[src/rtl/ssd_scan_ctrl.sv]
// ---------------------------------------------------------------------------
// ssd_scan_ctrl
//
// Scan controller for a 4-digit common-anode seven-segment display. The four
// digits share one segment bus, so the controller lights one digit at a time.
// Each digit slot lasts CLK_DIV cycles. The first BLANK_CYC cycles of a slot
// keep every anode off, so the previous digit's segments do not ghost.
//
// A 16-bit hex value is shown one nibble per digit (digit 0 is rightmost).
// Leading-zero blanking and per-digit decimal points are optional.
//
// Values loaded while scanning wait in a pending register and move to the
// display register only at the end of a frame, so a frame never mixes two
// values. Values loaded while idle go straight to the display register.
//
// Parameters
//   CLK_DIV    clk cycles per digit slot (>= 2)
//   BLANK_CYC  all-anodes-off cycles at the start of each slot (< CLK_DIV)
//
// Ports
//   clk           system clock, rising edge
//   rst           asynchronous active-high reset
//   enable_i      1 = scan, 0 = dark display with the scan halted
//   value_i       hex value; nibble k is shown on digit k
//   load_i        one-cycle strobe that captures value_i
//   dp_en_i       decimal-point enable per digit
//   blank_lz_i    leading-zero blanking enable
//   anode_o       active-low digit enables (registered)
//   seg_o         active-low segments {g,f,e,d,c,b,a} (registered)
//   dp_o          active-low decimal point (registered)
//   digit_sel_o   index of the current digit slot (registered)
//   frame_done_o  one-cycle pulse at the end of each digit-3 slot (registered)
// ---------------------------------------------------------------------------
module ssd_scan_ctrl #(
    parameter int CLK_DIV   = 100000,
    parameter int BLANK_CYC = 1000
) (
    input  logic        clk,
    input  logic        rst,
    input  logic        enable_i,
    input  logic [15:0] value_i,
    input  logic        load_i,
    input  logic [3:0]  dp_en_i,
    input  logic        blank_lz_i,
    output logic [3:0]  anode_o,
    output logic [6:0]  seg_o,
    output logic        dp_o,
    output logic [1:0]  digit_sel_o,
    output logic        frame_done_o
);

    localparam int            CW        = (CLK_DIV > 1) ? $clog2(CLK_DIV) : 1;
    localparam logic [CW-1:0] CNT_MAX   = CW'(CLK_DIV - 1);
    localparam logic [CW-1:0] BLANK_CNT = CW'(BLANK_CYC);

    // Active-low hex decode, bit order {g,f,e,d,c,b,a}.
    function automatic logic [6:0] hex_to_seg(input logic [3:0] nib);
        case (nib)
            4'h0:    hex_to_seg = 7'b1000000;
            4'h1:    hex_to_seg = 7'b1111001;
            4'h2:    hex_to_seg = 7'b0100100;
            4'h3:    hex_to_seg = 7'b0110000;
            4'h4:    hex_to_seg = 7'b0011001;
            4'h5:    hex_to_seg = 7'b0010010;
            4'h6:    hex_to_seg = 7'b0000010;
            4'h7:    hex_to_seg = 7'b1111000;
            4'h8:    hex_to_seg = 7'b0000000;
            4'h9:    hex_to_seg = 7'b0010000;
            4'hA:    hex_to_seg = 7'b0001000;
            4'hB:    hex_to_seg = 7'b0000011;
            4'hC:    hex_to_seg = 7'b1000110;
            4'hD:    hex_to_seg = 7'b0100001;
            4'hE:    hex_to_seg = 7'b0000110;
            default: hex_to_seg = 7'b0001110;
        endcase
    endfunction

    logic [CW-1:0] cnt_q, cnt_d;
    logic [1:0]    dig_q, dig_d;
    logic [15:0]   disp_q, disp_d;
    logic [15:0]   pend_q, pend_d;
    logic          pend_vld_q, pend_vld_d;

    logic [3:0]    anode_d;
    logic [6:0]    seg_d;
    logic          dp_d;
    logic [1:0]    digit_sel_d;
    logic          frame_done_d;

    logic          last_cnt;
    logic          frame_end;
    logic [3:0]    nibble;
    logic          blanked;
    logic          digit_on;

    // NOTE: every signal assigned here gets a default first, so no path
    // leaves a value unassigned and no latch is inferred.
    always_comb begin
        cnt_d        = cnt_q;
        dig_d        = dig_q;
        disp_d       = disp_q;
        pend_d       = pend_q;
        pend_vld_d   = pend_vld_q;

        last_cnt     = (cnt_q == CNT_MAX);
        frame_end    = enable_i && last_cnt && (dig_q == 2'd3);

        // Prescaler and digit index. Idle holds both at zero, so a re-enable
        // always starts a fresh slot on digit 0.
        if (!enable_i) begin
            cnt_d = '0;
            dig_d = 2'd0;
        end else if (last_cnt) begin
            cnt_d = '0;
            dig_d = dig_q + 2'd1;
        end else begin
            cnt_d = cnt_q + CW'(1);
        end

        // Double buffer. The frame-end transfer is evaluated before the load,
        // so a load on the boundary cycle moves the old pending value and
        // leaves the new one pending for the next frame.
        if (frame_end && pend_vld_q) begin
            disp_d     = pend_q;
            pend_vld_d = 1'b0;
        end
        if (load_i) begin
            if (enable_i) begin
                pend_d     = value_i;
                pend_vld_d = 1'b1;
            end else begin
                disp_d     = value_i;
            end
        end

        // Leading-zero blanking: a digit is dark when it and every digit to
        // its left are zero. Digit 0 always shows.
        nibble = disp_q[{dig_q, 2'b00} +: 4];
        case (dig_q)
            2'd3:    blanked = (disp_q[15:12] == 4'h0);
            2'd2:    blanked = (disp_q[15:8]  == 8'h00);
            2'd1:    blanked = (disp_q[15:4]  == 12'h000);
            default: blanked = 1'b0;
        endcase
        blanked  = blanked && blank_lz_i;
        digit_on = enable_i && (cnt_q >= BLANK_CNT) && !blanked;

        // Segments and dp are parked off whenever no anode is on, so the
        // shared bus is quiet during the ghost-suppression window.
        anode_d      = digit_on ? ~(4'b0001 << dig_q) : 4'b1111;
        seg_d        = digit_on ? hex_to_seg(nibble) : 7'h7F;
        dp_d         = digit_on ? ~dp_en_i[dig_q] : 1'b1;
        digit_sel_d  = enable_i ? dig_q : 2'd0;
        frame_done_d = frame_end;
    end

    // NOTE: sequential state uses non-blocking assignments only, so every
    // register samples the values from before the edge.
    always_ff @(posedge clk or posedge rst) begin
        if (rst) begin
            cnt_q        <= '0;
            dig_q        <= 2'd0;
            disp_q       <= 16'h0000;
            pend_q       <= 16'h0000;
            pend_vld_q   <= 1'b0;
            anode_o      <= 4'b1111;
            seg_o        <= 7'h7F;
            dp_o         <= 1'b1;
            digit_sel_o  <= 2'd0;
            frame_done_o <= 1'b0;
        end else begin
            cnt_q        <= cnt_d;
            dig_q        <= dig_d;
            disp_q       <= disp_d;
            pend_q       <= pend_d;
            pend_vld_q   <= pend_vld_d;
            anode_o      <= anode_d;
            seg_o        <= seg_d;
            dp_o         <= dp_d;
            digit_sel_o  <= digit_sel_d;
            frame_done_o <= frame_done_d;
        end
    end

endmodule
[config.mk]
export PLATFORM = sky130hd
export DESIGN_NAME = ssd_scan_ctrl
export DESIGN_NICKNAME = d
export VERILOG_FILES = /design/src/rtl/ssd_scan_ctrl.sv
export SDC_FILE = /design/constraint.sdc
export NUM_CORES = 1
export LEC_CHECK = 0
export CORE_MARGIN = 1.5
export CORE_UTILIZATION = 55
export CTS_BUF_LIST = sky130_fd_sc_hd__clkbuf_4 sky130_fd_sc_hd__clkbuf_8
export DETAILED_ROUTE_END_ITERATION = 8
export MAX_ROUTING_LAYER = met4
export PLACE_DENSITY_LB_ADDON = 0.08
export REMOVE_ABC_BUFFERS = 1
export SETUP_SLACK_MARGIN = 0.3
export SYNTH_ARGS = -nofsm -noshare
export SYNTH_HDL_FRONTEND = slang
export SYNTH_SLANG_ARGS = --single-unit
[constraint.sdc]
create_clock -name clk -period 5.15 [get_ports clk]
set_input_delay 1.03 -clock clk [delete_from_list [all_inputs] [get_ports clk]]
set_output_delay 1.03 -clock clk [all_outputs]
set_load 0.1 [all_outputs]
# Yosys cells after proc, flatten, opt, wreduce, memory -nomap -nowiden
# Memories as Yosys holds them, arrays and structs flattened.
# Index checks and enable logic that the tools add are counted.
[word_totals]
register_bits = 67
rom_bits = 112
in_bits = 25
output_inout_bits = 15
wordCells = 52
n_memories = 1
[op_classes]
addsub = 2
order_cmp = 2
n_eq_ne = 5
shift = 2
muxes = 17
n_bitwise = 2
reduce_logical = 11
[mem_list]
columns = ["memory", "depth", "width", "read_ports", "rd_clocked_by_memory_dff", "write_ports", "line_no", "text"]
rows = [
  ["(no name shown)", 16, 7, 1, 0, 0, "58", "case (nib)"],
]
[ops]
columns = ["cell", "count"]
rows = [
  ["2-to-1 mux 16 bit", 3],
  ["2-to-1 mux 17 bit", 2],
  ["adder 17 x 1 -> 17 bit, second input constant", 1],
  ["== test 17 bit, second input constant", 1],
  ["greater-or-equal comparator 17 x 10 -> 1 bit, second input constant", 1],
  ["indexed part select 16 x 5 -> 4 bit", 1],
  ["logical NOT 12 bit", 1],
  ["logical NOT 8 bit", 1],
  ["2-to-1 mux 7 bit", 1],
  ["logical AND 1 bit", 6],
  ["2-to-1 mux 2 bit", 3],
  ["2-to-1 mux 1 bit", 5],
  ["== test 2 bit, second input constant", 2],
  ["logical NOT 4 bit", 1],
  ["2-to-1 mux 4 bit", 1],
  ["inverter 4 bit", 1],
  ["<< shifter 1 x 2 -> 4 bit, first input constant", 1],
  ["less-than comparator 2 x 3 -> 1 bit, second input constant", 1],
  ["one-hot mux 1 bit (3 select lines)", 1],
  ["adder 2 x 1 -> 2 bit, second input constant", 1],
  ["binary-select mux 1 bit (select 2 bit)", 1],
  ["== test 2 x 1 -> 1 bit, second input constant", 1],
  ["!= test 2 x 1 -> 1 bit, second input constant", 1],
  ["AND reduction 2 bit", 1],
  ["2 further kinds", 2],
]

# Depth between registers and ports, before layout
[depth]
word_depth = 7
mapped_depth = 8

# Least setup slack after synthesis
# OpenSTA, ideal clock, no wires.
[synth_path]
path_type = "in2reg"
from = "in enable_i"
to = "reg pend_q[0]"
arrival_time_ps = 2092
t_required_ps = 5025
slack_ps = 2933
cell_stages = 4
path_buffers = 2
path_cell_list = "buf_2 nand2_1 clkbuf_1 mux2_2"
[synth_via]
elab_chain_cells = 1
[synth_rtl]
columns = ["element", "line_no", "text"]
rows = [
  ["start: declaration", "40", "input logic enable_i,"],
  ["AND reduction 2 bit (no source line)", "n/a", ""],
  ["end signal: assignment", "175", "pend_q <= pend_d;"],
  ["end: declaration", "81", "logic [15:0] pend_q, pend_d;"],
]
# Every way passes these cells.
# A chain may end at the register's enable or synchronous reset.

# Final worst setup path
[layout_path]
from = "reg seg_o[6]"
to = "out seg_o[6]"
[layout_lines]
columns = ["element", "line_no", "text"]
rows = [
  ["start: declaration", "46", "output logic [6:0] seg_o,"],
  ["start signal: assignment", "178", "seg_o <= seg_d;"],
]
# No word-level cell between the ends.

==> impl_metrics.env <==
export IMPL_mostFrequentLayoutCell="dfrtp_1"
export IMPL_cap_violations=0
export IMPL_h_tree_depth=3
export IMPL_synth_area_per_cell_um2=10.6
export IMPL_synth_cells=339
export IMPL_firstDrtPassIters=4
export IMPL_synthSimpleGateAreaFrac_pct=17.9
export IMPL_die_area_um2=7030
export IMPL_status="complete, no violations"
export IMPL_grt_usage_pct=22.5
export IMPL_routed_wl_mm=6.97
export IMPL_n_antenna_cell=0
export IMPL_slew_headroom_pct=23.5
export IMPL_drc=0
export IMPL_startpoint_type="register"
export IMPL_layout_common_cells="dfrtp_1 (55), clkdlybuf4s50_1 (39), nand2_1 (32)"
export IMPL_drtIter0Drc=195
export IMPL_fill_cells=535
export IMPL_worst_pin_slew_ps=1140
export IMPL_num_io_pins=40
export IMPL_hp_class="reg2reg"
export IMPL_worstHoldStart="pend_q[15]"
export IMPL_cp_startpoint="seg_o[6]"
export IMPL_slew_viol_final=0
export IMPL_synth_adder_area_share_pct=4.53
export IMPL_rsz0062_at_grt="false"
export IMPL_cp_num_buf_inv=1
export IMPL_drive_gt1_share_pct=16.1
export IMPL_async_flop_share_pct=100
export IMPL_fp_dieW_um=83.8
export IMPL_post_drt_wl_per_cell_um=15.5
export IMPL_grt_pass1_vias=2516
export IMPL_cts_resized=0
export IMPL_floorplan_initialDensity_pct=56.9
export IMPL_clk_insertion_delay_late_ps=340
export IMPL_yosysWarnings=0
export IMPL_arrival_ps=1970
export IMPL_synth_edf_count=0
export IMPL_synthesis_area_um2=3590
export IMPL_ys_ff_latch=67
export IMPL_crit_fanout=1
export IMPL_synthXorXnorAreaFrac_pct=3.17
export IMPL_top_usage_layer="met2"
export IMPL_num_rows=29
export IMPL_postCtsSetupRepairBufs=0
export IMPL_fin_area_um2=4190
export IMPL_tns_ps=0
export IMPL_vias=2637
export IMPL_cts_sinks=67
export IMPL_leakagePower_nw=1.67
export IMPL_antenna_found_initial=0
export IMPL_grtUsageMet1_pct=31.7
export IMPL_min_period_ps=3000
export IMPL_met2_usage_pct=32.2
export IMPL_die_y_um=83.8
export IMPL_drt_antenna_violating_nets=0
export IMPL_max_stage_delay_ps=1120
export IMPL_nNetsFinal=405
export IMPL_muxShareOfSynthArea_pct=10.8
export IMPL_crit_chain="clkdlybuf4s50_1"
export IMPL_syn2layout_area_growth_pct=16.5
export IMPL_core_area_um2=6310
export IMPL_routabilityCongestion=0.812
export IMPL_hold_buffers=0
export IMPL_vias_per_cell=5.87
export IMPL_ys_seq_area_share_pct=47.1
export IMPL_timing_fmax_mhz=334
export IMPL_peakVddDrop_mv=0.196
export IMPL_timing_final_crit_share_pct=58.2
export IMPL_finalClockSkew_ps=11.6
export IMPL_powerDensity_nw_per_um2=284
export IMPL_ys_flop_type="dfrtp_1"
export IMPL_cts_root_buf="clkbuf_8"
export IMPL_clkSlewWorstSetupHoldPaths_ps=70
export IMPL_path_delay_family="buffers and inverters"
export IMPL_gr_total_overflow=0
export IMPL_cp_required_ps=4120
export IMPL_grt_pass1_wl_mm=12.3
export IMPL_setup_violations=0
export IMPL_synth_top_family_by_area="simple AND/OR/NAND/NOR gates"
export IMPL_hold_viol=0
export IMPL_cp_slowest_cell="clkdlybuf4s50_1"
export IMPL_critPathCaptureType="output port"
export IMPL_synth_distinct_cells=45
export IMPL_cts_made_buffers=9
export IMPL_cts_tree="yes"
export IMPL_synth_compound_area_share_pct=11.6
export IMPL_critPathKind="reg2out"
export IMPL_clock_tree_buffer_depth=2
export IMPL_grt_max_degree=49
export IMPL_dp_hpwl_mm=4.60
export IMPL_io_buffers=39
export IMPL_placed_area_um2=3980
export IMPL_rr_startpoint="cnt_q[11]"
export IMPL_grt_use_met3_pct=4.25
[logic make-up after synthesis]
family	count (synthesis)
xor gates and xnor gates	13
muxes	29
buffers and inverters	39
adders and majority gates	13
and+or+nand+nor	117
DFF	67
AOI/OAI and AO/OA	61
[flip-flops by register name (all words and copies together) (netlist names)]
name / count
disp_q: 16
dp_o: 1
seg_o: 7
frame_done_o: 1
anode_o: 4
dig_q: 2
cnt_q: 17
pend_vld_q: 1
digit_sel_o: 2
pend_q: 16
[Yosys cell counts (7+ instances only)]
cell | instances | area, um2
xor2_1 | 11 | 96.3
inv_1 | 14 | 52.6
or4_1 | 19 | 143
o21ai_0 | 7 | 35.0
clkbuf_1 | 14 | 52.6
ha_1 | 13 | 163
dfstp_2 | 12 | 315
o31ai_1 | 20 | 150
nor2_1 | 28 | 105
mux2_2 | 17 | 191
nand2_1 | 32 | 120
dfrtp_1 | 55 | 1380
buf_2 | 7 | 35.0
a31oi_1 | 16 | 100
[through the flow]
step / util [%] / power (mW) / instances / setup WS, ps / hold WS (ps)
floorplan: - / 0.697 / 314 / 2460 / 469
global placement: 63.0 / 0.743 / 433 / 2170 / 490
detailed placement: 63.0 / 0.750 / 433 / 2110 / 493
CTS: 66.3 / 1.21 / 449 / 2130 / 508
global route: 66.3 / 1.25 / 449 / 2100 / 523
finish: 66.3 / 1.19 / 449 / 2150 / 506
[report_power, final]
part / internal, mW / switching [mW]
clock: 0.266 / 0.185
sequential: 0.563 / 0.0277
combinational: 0.0769 / 0.0720
total: 0.906 / 0.285
[final timing paths]
check                            endpoint  cells after the start  slack [ps]
setup / recovery                 seg_o[6]                      1        2150
setup reg to reg                 cnt_q[3]                      4        2480
max in group asynchronous      anode_o[1]                      3        3070
hold / removal                 pend_q[15]                      1         510
min in group asynchronous  digit_sel_o[0]                      2        1180
hold reg to reg                pend_q[15]                      1         510
[cell type report]
cell class	instances	area [um2]	share of cell area (%)
tap	77	96.3	2.30
clock buffer	14	174	4.15
timing repair buffer	42	413	9.86
inverter	14	52.6	1.26
clock inverter	2	35.0	0.837
multi-input combinational	233	1720	41.2
sequential	67	1690	40.4
[routing by layer]
metal  up-vias  wire (um)
li1       1293          -
met1      1280       3400
met2        56       3210
met3         8        254
met4         0         97
met5         -          0
Power figures use the tool's default switching activity.
==> variant (same flow settings) <==
Change the parameter `BLANK_CYC` from 1000 to 500.
--- a/src/rtl/ssd_scan_ctrl.sv
+++ b/src/rtl/ssd_scan_ctrl.sv
@@ -33,7 +33,7 @@
 // ---------------------------------------------------------------------------
 module ssd_scan_ctrl #(
     parameter int CLK_DIV   = 100000,
-    parameter int BLANK_CYC = 1000
+    parameter int BLANK_CYC = 500
 ) (
     input  logic        clk,
     input  logic        rst,
Behaviour: no difference found for any inputs over 10 cycles, from zero or initial values and one cycle with rst high; that may be too few to reach the edited logic, so the function may still have changed.
==> variant against the original RTL <==
Count of clock-buffer cells in the layout decreased by 4; worst setup slack got worse by 0.026 ns; power decreased by 0.83%; cell area increased by 0.12%; critical path depth unchanged; sequential cell count unchanged; area after synthesis increased by 0.56%; wire length increased by 5.9%; cell count increased by 2.7%; clock power decreased by 2%.
==> variant: results (changes against the original RTL) <==
- Slowest CP cell: clkdlybuf4s50_1 (unchanged)
- Synth Flop Type: dfrtp_1 (unchanged)
- Root buffer cell: clkbuf_8 (unchanged)
- IO buf count: 39 (unchanged)
- Hpwl dp: 5020 um (was 4600 um)
- H-tree depth: 3 (unchanged)
- Cts repair resizes: 0 (unchanged)
- FFs w/ async S/R, synth: 1.00 (unchanged)
- CP max stage delay: 1.13 ns
- Total number of yosys warnings: 0 (unchanged)
- Clk Latency, worst-skew pair: 0.35 ns
- CP Max Fanout: 1 (unchanged)
- Post-Synth Adder-Cell Area: 0.0450 (was 0.0453)
- HP Class: reg2reg (unchanged)
- Multiplexer area fraction after synthesis: 0.0931 (was 0.108)
- FILL cells: 487 (was 535)
- Placed inst area: 3990 sq um (was 3980 sq um)
- Ant diodes: 0 (unchanged)
- Clock transition at the registers of the reported paths: 0.07 ns (about the same)
- Most frequent cells after synthesis: dfrtp_1 (55), nor2_1 (37), a21oi_1 (25) (was dfrtp_1 (55), nand2_1 (32), nor2_1 (28))
- Routed len/inst: 16.0 um (was 15.5 um)
- Max Buffers Root-to-Sink: 2 (unchanged)
- Total number of vias: 2,736 (was 2,637)
- Crit path max-delay family: buffers and inverters (unchanged)
- CTS Buf Count: 9 (unchanged)
- Comb group: 148 uW
- Sequential power: 590 uW (was 591 uW)
- First-pass GRT wire length: 12,400 um (was 12,300 um)
- Initial antenna violation count: 0 (unchanged)
- Pre-antenna DRT Iters: 4 (unchanged)
- Largest net degree at the start of global routing: 36 (was 49)
- Yosys cell types: 48 (was 45)
- CP arrival: 1.99 ns (was 1.97 ns)
- Post-synthesis sequential area ratio: 0.468 (was 0.471)
- DR iter-0 viols: 158 (was 195)
- Largest cells by area after synthesis: dfrtp_1 (38%), dfstp_2 (8.7%), mux2_2 (5.0%) (was dfrtp_1 (38%), dfstp_2 (8.8%), mux2_2 (5.3%))
- Routability Congestion: 0.805 (was 0.812)
- Rel. slew slack: 0.230 (was 0.235)
- Vias in the first global route: 2,618 (was 2,516)
- Leakage: 0.00175 uW (was 0.00167 uW)
- Complex-gate fraction of the synthesized area: 0.138 (was 0.116)
- Setup Skew: 0.00703 ns (was 0.0116 ns)
- Layout cells sized above 1: 0.151 (was 0.161)
- Status: completed (unchanged)
- Biggest registers after layout: cnt_q: 17 flops, disp_q: 16 flops, pend_q: 16 flops (unchanged)
- Post-CTS setup buffers: 0 (unchanged)
- Synth Area in XOR/XNOR: 0.0364 (was 0.0317)
- Net Sw Frac: 0.259 (was 0.239)
- VDD IR max: 0.171 mV (was 0.196 mV)
- Fin nets: 417 (was 405)
- Overall routing resource usage: 0.230 (was 0.225)
## variant: final timing paths
kind	cells past startpoint	startpoint	endpoint	slack, ns
worst min-delay path	1	pend_q[4]$_DFFE_PP0P_	pend_q[4]$_DFFE_PP0P_	0.50
max in group asynchronous	3	rst	seg_o[3]$_DFF_PP1_	3.12
min in group asynchronous	2	rst	cnt_q[1]$_DFF_PP0_	1.09
worst max-delay path	1	anode_o[2]$_DFF_PP1_	anode_o[2]	2.13
worst max register to register	5	dig_q[0]$_DFFE_PP0P_	disp_q[11]$_DFF_PP0_	2.63
worst min register to register	1	pend_q[4]$_DFFE_PP0P_	pend_q[4]$_DFFE_PP0P_	0.50
## variant: cell families after synthesis
kind of cell | count (synthesis)
and+or+nand+nor | 118
buffers and inverters | 36
xor gates and xnor gates | 15
adders and majority gates | 13
DFF | 67
AOI/OAI and AO/OA | 77
muxes | 23
## variant: metal layers
metal  up-vias  wire length, um  GRT usage
li1       1323                -          -
met1      1341             3520      0.306
met2        60             3420      0.351
met3        12              306     0.0514
met4         0              127     0.0775
met5         -                0          -
## variant: through the flow
stage | setup slack, ns | hold WS [ns] | utilization | instances | power [uW]
floorplan | 2.46 | 0.471 | - | 327 | 697
global placement | 2.05 | 0.482 | 0.628 | 445 | 743
detailed placement | 1.97 | 0.491 | 0.628 | 445 | 750
CTS | 2.11 | 0.507 | 0.660 | 461 | 1190
global route | 2.10 | 0.521 | 0.660 | 461 | 1240
finish | 2.13 | 0.503 | 0.660 | 461 | 1180
## variant: area by class of cell
cell class / instances / share of cell area
multi-input combinational: 246 / 0.416
sequential: 67 / 0.404
clock buffer: 10 / 0.0328
inverter: 14 / 0.0125
tap: 77 / 0.0230
timing repair buffer: 41 / 0.0967
clock inverter: 6 / 0.0152
